`config.mk`:
```
export PLATFORM = sky130hd
export DESIGN_NAME = muldiv_unit
export DESIGN_NICKNAME = d
export VERILOG_FILES = /design/src/rtl/muldiv_unit_pkg.sv /design/src/rtl/muldiv_unit.sv
export SDC_FILE = /design/constraint.sdc
export NUM_CORES = 1
export LEC_CHECK = 0
export CORE_UTILIZATION = 40
export CTS_CLUSTER_SIZE = 20
export DETAILED_ROUTE_END_ITERATION = 6
export SLEW_MARGIN = 5
export SYNTH_ARGS = -nofsm -noshare
export SYNTH_HDL_FRONTEND = slang
export SYNTH_SLANG_ARGS = --single-unit
```
`constraint.sdc`:
```
create_clock -name clk -period 5 [get_ports clk]
set_input_delay 1 -clock clk [delete_from_list [all_inputs] [get_ports clk]]
set_output_delay 1 -clock clk [all_outputs]
set_load 0.01 [all_outputs]
```
`src/rtl/muldiv_unit_pkg.sv`:
```
// muldiv_unit_pkg
//   Shared CPU definitions for the RV32M multiply/divide unit: funct3
//   encodings, FSM state encoding, iteration-count width, and the
//   operand-signedness helpers used by the decoder and the control unit.
package muldiv_unit_pkg;

    localparam int unsigned ITER_W = 5;

    typedef enum logic [2:0] {
        F3_MUL    = 3'b000,
        F3_MULH   = 3'b001,
        F3_MULHSU = 3'b010,
        F3_MULHU  = 3'b011,
        F3_DIV    = 3'b100,
        F3_DIVU   = 3'b101,
        F3_REM    = 3'b110,
        F3_REMU   = 3'b111
    } funct3_e;

    typedef enum logic [1:0] {
        ST_IDLE = 2'd0,
        ST_BUSY = 2'd1,
        ST_DONE = 2'd2
    } state_e;

    // MUL is treated as signed/signed; the low product bits are identical
    // whichever signedness is used.
    function automatic logic a_is_signed(input funct3_e f);
        return f inside {F3_MUL, F3_MULH, F3_MULHSU, F3_DIV, F3_REM};
    endfunction

    function automatic logic b_is_signed(input funct3_e f);
        return f inside {F3_MUL, F3_MULH, F3_DIV, F3_REM};
    endfunction

endpackage

```
`src/rtl/muldiv_unit.sv`:
```
// muldiv_unit
//   Iterative RV32M multiply/divide unit: one radix-2 step per clock
//   (shift-add multiply, restoring divide) on operand magnitudes, with
//   sign fix-up applied as the final result is loaded.
// Ports:
//   clk     - clock, rising edge
//   reset   - asynchronous active-low reset
//   start   - operation request, sampled only in IDLE
//   funct3  - RV32M operation select
//   op_a    - rs1 value
//   op_b    - rs2 value
//   abort   - cancel in-flight operation (BUSY/DONE)
//   busy    - operation in progress
//   done    - one-cycle pulse, result valid
//   result  - registered result, held until the next accepted start
module muldiv_unit
    import muldiv_unit_pkg::*;
#(
    parameter int unsigned XLEN = 32
) (
    input  logic            clk,
    input  logic            reset,
    input  logic            start,
    input  logic [2:0]      funct3,
    input  logic [XLEN-1:0] op_a,
    input  logic [XLEN-1:0] op_b,
    input  logic            abort,
    output logic            busy,
    output logic            done,
    output logic [XLEN-1:0] result
);

    localparam logic [XLEN-1:0] INT_MIN = {1'b1, {(XLEN-1){1'b0}}};

    state_e              state;
    funct3_e             op;
    logic [2*XLEN-1:0]   acc;
    logic [XLEN-1:0]     opnd;
    logic                neg;
    logic [ITER_W-1:0]   cnt;
    logic                early;

    // Operand decode for the capture edge
    funct3_e         f_in;
    logic            a_neg, b_neg, neg_in, div0, ovf;
    logic [XLEN-1:0] a_mag, b_mag, special;

    always_comb begin
        f_in   = funct3_e'(funct3);
        a_neg  = a_is_signed(f_in) && op_a[XLEN-1];
        b_neg  = b_is_signed(f_in) && op_b[XLEN-1];
        a_mag  = a_neg ? -op_a : op_a;
        b_mag  = b_neg ? -op_b : op_b;
        // Remainder follows the dividend sign; everything else the XOR.
        neg_in = (f_in == F3_REM) ? a_neg : (a_neg ^ b_neg);
        div0   = funct3[2] && (op_b == '0);
        ovf    = (f_in == F3_DIV || f_in == F3_REM) && (op_a == INT_MIN) && (op_b == '1);
        if (div0) special = funct3[1] ? op_a : '1;
        else      special = funct3[1] ? '0 : INT_MIN;
    end

    // One iteration step. acc holds {hi, lo}: for multiply lo is the
    // multiplier being shifted out; for divide lo is the dividend being
    // shifted in and collects quotient bits, hi holds the partial remainder.
    logic [XLEN:0]     rem_sh, trial, sum;
    logic [XLEN-1:0]   addend;
    logic [2*XLEN-1:0] acc_nxt, prod;
    logic [XLEN-1:0]   quo, rem, final_val;

    always_comb begin
        rem_sh = acc[2*XLEN-1:XLEN-1];
        trial  = rem_sh - {1'b0, opnd};
        addend = acc[0] ? opnd : '0;
        sum    = {1'b0, acc[2*XLEN-1:XLEN]} + {1'b0, addend};
        if (op[2]) begin
            if (!trial[XLEN]) acc_nxt = {trial[XLEN-1:0], acc[XLEN-2:0], 1'b1};
            else              acc_nxt = {acc[2*XLEN-2:0], 1'b0};
        end else begin
            acc_nxt = {sum, acc[XLEN-1:1]};
        end

        prod = neg ? -acc_nxt : acc_nxt;
        quo  = neg ? -acc_nxt[XLEN-1:0] : acc_nxt[XLEN-1:0];
        rem  = neg ? -acc_nxt[2*XLEN-1:XLEN] : acc_nxt[2*XLEN-1:XLEN];
        case (op)
            F3_MUL:                      final_val = prod[XLEN-1:0];
            F3_MULH, F3_MULHSU, F3_MULHU: final_val = prod[2*XLEN-1:XLEN];
            F3_DIV, F3_DIVU:             final_val = quo;
            default:                     final_val = rem;
        endcase
    end

    // Divide-by-zero and signed overflow are resolved at capture: the fixed
    // answer is parked in acc and 'early' spends one IDLE cycle (busy low)
    // before DONE, so done lands one edge after the accepting edge.
    always_ff @(posedge clk or negedge reset) begin
        if (!reset) begin
            state  <= ST_IDLE;
            op     <= F3_MUL;
            acc    <= '0;
            opnd   <= '0;
            neg    <= 1'b0;
            cnt    <= '0;
            early  <= 1'b0;
            busy   <= 1'b0;
            done   <= 1'b0;
            result <= '0;
        end else begin
            case (state)
                ST_IDLE: begin
                    busy <= 1'b0;
                    done <= 1'b0;
                    if (early) begin
                        early  <= 1'b0;
                        state  <= ST_DONE;
                        done   <= 1'b1;
                        result <= acc[XLEN-1:0];
                    end else if (start && !abort) begin
                        op   <= f_in;
                        neg  <= neg_in;
                        cnt  <= '0;
                        opnd <= b_mag;
                        if (div0 || ovf) begin
                            early <= 1'b1;
                            acc   <= {{XLEN{1'b0}}, special};
                        end else begin
                            acc   <= {{XLEN{1'b0}}, a_mag};
                            state <= ST_BUSY;
                            busy  <= 1'b1;
                        end
                    end
                end
                ST_BUSY: begin
                    if (abort) begin
                        state <= ST_IDLE;
                        busy  <= 1'b0;
                    end else begin
                        acc <= acc_nxt;
                        cnt <= cnt + ITER_W'(1);
                        if (cnt == '1) begin
                            state  <= ST_DONE;
                            busy   <= 1'b0;
                            done   <= 1'b1;
                            result <= final_val;
                        end
                    end
                end
                default: begin
                    state <= ST_IDLE;
                    busy  <= 1'b0;
                    done  <= 1'b0;
                end
            endcase
        end
    end

endmodule

```
==> key figures <==
Outcome
  – Outcome: complete, no violations

Drt
  – Via count: 18500
  – Via density: 6.24
  – WL/cell: 25.0 microns
  – DRT Pass-1 Iters: 6
  – Post-route DRC: 0
  – Post-route ant nets: 0
  – Wirelength, routed: 74100 microns
  – Iteration-0 DRC Markers: 2220

Place
  – Dpl cells: 2933
  – Port bufs: 104
  – Global placement routability congestion: 1.04
  – Post-DP HPWL: 58300 microns

Clock tree
  – Clk root buf: clkbuf_16
  – CTS buffer count: 17
  – Max clock buf depth: 2
  – Cts hold-fix bufs: 0
  – CTS tree: yes
  – CTS sink cnt: 142
  – Clk_lat worst skew: 0.46 ns
  – Clk slew on worst S/H paths: 0.07 ns
  – CTS H-tree lvls: 4

Synth
  – FFs w/ async S/R, synth: 100%
  – Leading area contributor after synthesis: dfrtp_1
  – Sequential area share after synthesis: 22.3%
  – Yosys warns: 0
  – Largest cells by area after synthesis: dfrtp_1 (22%), o21ai_0 (8.1%), nand2_1 (6.6%), ha_1 (5.6%), a21oi_1 (5.1%)
  – Ys flop type: dfrtp_1
  – Synth Instances: 2170
  – Seq cells post-synth: 142
  – Top cell type's share of synthesized area: 22.3%
  – Syn Std Cell Area: 15900 sq um
  – Post-synth EDFFs: 0
  – Top-count cell post-synth: nand2_1
  – Syn nets: 2314
  – Avg Synthesized Cell Area: 7.33 sq um
  – Synth top cells by count: nand2_1 (279), o21ai_0 (258), a21oi_1 (162)
  – Netlist cell types: 105

Global route
  – Pin count of the biggest net entering global routing: 89
  – Grt ovf: 0
  – Tot GR Track Use: 36.2%
  – Wire length of the first global-routing pass: 111000 microns
  – Initial antenna violation count: 4
  – Vias in the first global route: 17300

Worst setup path
  – Crit start category: register
  – Critical Path AT: 5.21 ns
  – Setup crit end kind: register
  – Critical Path RT: 5.32 ns
  – Crit-path max FO: 9
  – CP cell instances: buf_4 > and2_1 > ha_1 > fa_1 > a21o_1 > nor3b_1 > buf_4 > o211ai_1 > a31oi_2 > or3_1 > a21oi_1 > a31oi_1 > and4b_1 > nand4_4 > buf_12 > o41ai_2 > xor2_1 > a221oi_1 > a21oi_1
  – Crit path kind: register to register
  – Crit-path slowest cell: fa_1
  – Slowest stage delay, CP: 0.41 ns

Timing
  – Min Tclk post-route: 4.89 ns
  – # setup viols final: 0
  – TNS Setup: 0 ns
  – Worst slew margin: 7.81%
  – Fmax: 205 MHz
  – Slew Limit Fails: 0
  – Final period util: 97.8%
  – Clock skew: 0.0178 ns
  – Worst Tran Pin Value: 1.37 ns
  – Hold Violations, Final: 0

Power
  – Worst VDD drop: 0.000283 V
  – PwrDens: 623 nW/um^2
  – Pwr Total: 12.4 mW
  – Leak pwr: 8.54 nW

Finish
  – Final net count: 2581
  – Filler Cells Inserted: 3921
  – Layout area overhead: 24.6%
  – Fraction of layout cells with a size suffix above 1: 16.6%
  – Final cell count without fillers: 2969

Floorplan
  – Die area: 40600 sq um
  – Core ar.: 38900 sq um
  – Die Span X: 201 microns
  – I/O pins: 105
  – Row count: 72
  – Initial core utilization: 40.9%
  – Height of the die: 201 microns

Hold path
  – Min-delay worst type: register to register

Run
  – Max_cap viols: 0
==> cell type report <==
type | count | area (sq um) | area share [%]
clock buffer | 21 | 450 | 2.27
antenna | 1 | 2.50 | 0.0126
sequential | 142 | 3560 | 17.9
tap | 518 | 648 | 3.27
inverter | 71 | 267 | 1.34
multi-input combinational | 1824 | 11600 | 58.5
clock inverter | 11 | 156 | 0.789
timing repair buffer | 381 | 3150 | 15.9
==> per-layer routing <==
| layer | global-route usage [%] | share of wire (%) | vias up | routed length [microns] |
|---|---|---|---|---|
| met5 | 0 | 0.026 | - | 19 |
| li1 | - | - | 8517 | - |
| met2 | 50.7 | 41 | 895 | 30100 |
| met4 | 11.0 | 2.7 | 4 | 2020 |
| met1 | 54.7 | 47 | 9019 | 35100 |
| met3 | 7.42 | 9.4 | 102 | 6950 |
==> power by group <==
part           internal [mW]  switching [mW]  total [mW]
sequential              1.41           0.386        1.80
clock                  0.805           0.594        1.40
combinational           3.56            5.61        9.17
==> final timing paths <==
path / startpoint / to / slack (ns) / depth (start not counted)
worst min-delay path: result[1]$_DFFE_PN0P_ / result[1]$_DFFE_PN0P_ / 0.48 / 2
min in group asynchronous: reset / acc[21]$_DFFE_PN0P_ / 0.59 / 1
worst max register to register: opnd[0]$_DFFE_PN0P_ / result[29]$_DFFE_PN0P_ / 0.11 / 19
worst min register to register: result[1]$_DFFE_PN0P_ / result[1]$_DFFE_PN0P_ / 0.48 / 2
max in group asynchronous: reset / acc[51]$_DFFE_PN0P_ / 3.29 / 2
worst max-delay path: opnd[0]$_DFFE_PN0P_ / result[29]$_DFFE_PN0P_ / 0.11 / 19
==> registers in the layout (all words and copies together), names as in the netlist <==
name    flops
result     32
cnt         5
opnd       32
early       1
state       2
op          3
acc        64
neg         1
done        1
busy        1
==> what timing repair did <==
| action | CTS | global route |
|---|---|---|
| pin swaps | 0 | 5 |
| resized for setup | 6 | 18 |
| setup endpoints to repair | 14 | 22 |
| setup buffers | 0 | 3 |
==> critical path: cells and delay by family, from the launching register on <==
kind,cells,cell delay [ns]
buf+inv,3,0.47
fa+ha+maj,2,0.62
flops,1,0.39
xor+xnor,1,0.11
simple gates,5,1.24
compound gates,8,1.91
==> cells in the final DEF (no fill, tap or decap), types with 20 or more instances in the layout <==
cell / synthesis / layout
o211ai_1: 26 / 26
mux2i_1: 36 / 36
nor2_1: 148 / 147
nand4_1: 38 / 38
ha_1: 71 / 70
o21ai_0: 258 / 255
nor3_1: 53 / 51
a21o_1: 39 / 39
a31oi_1: 29 / 28
a211oi_1: 37 / 32
or3_1: 40 / 40
buf_4: 5 / 275
nand3_1: 68 / 68
and2_1: 45 / 45
nor4_1: 21 / 20
inv_1: 68 / 68
nand2_1: 279 / 277
and3_1: 22 / 22
xnor2_1: 71 / 71
clkdlybuf4s50_1: 0 / 103
xor2_1: 57 / 57
o31ai_1: 25 / 25
a21oi_1: 162 / 160
dfrtp_1: 142 / 140
==> through the flow <==
step           hold WS [ns]  util [%]  setup slack (ns)  cell area, sq um
6_report              0.476      51.0             0.112             19800
5_1_grt               0.506      50.9           -0.0760             19800
4_1_cts               0.483      50.7           0.00810             19700
3_5_place_dp          0.469      49.1            -0.489             19100
3_3_place_gp          0.459      49.1            -0.439             19100
2_1_floorplan         0.464         -            0.0929             15900
==> cells by family after synthesis <==
| kind of cell | synth area share (%) |
|---|---|
| AND/OR/NAND/NOR | 25.9 |
| multiplexers | 3.06 |
| AO/OA/AOI/OAI | 30.3 |
| XOR/XNOR | 7.04 |
| adder cells (fa/ha/maj) | 5.83 |
| flip-flops | 22.3 |
| buffers and inverters | 5.52 |
Note: power is estimated with default switching activity, not from simulation.
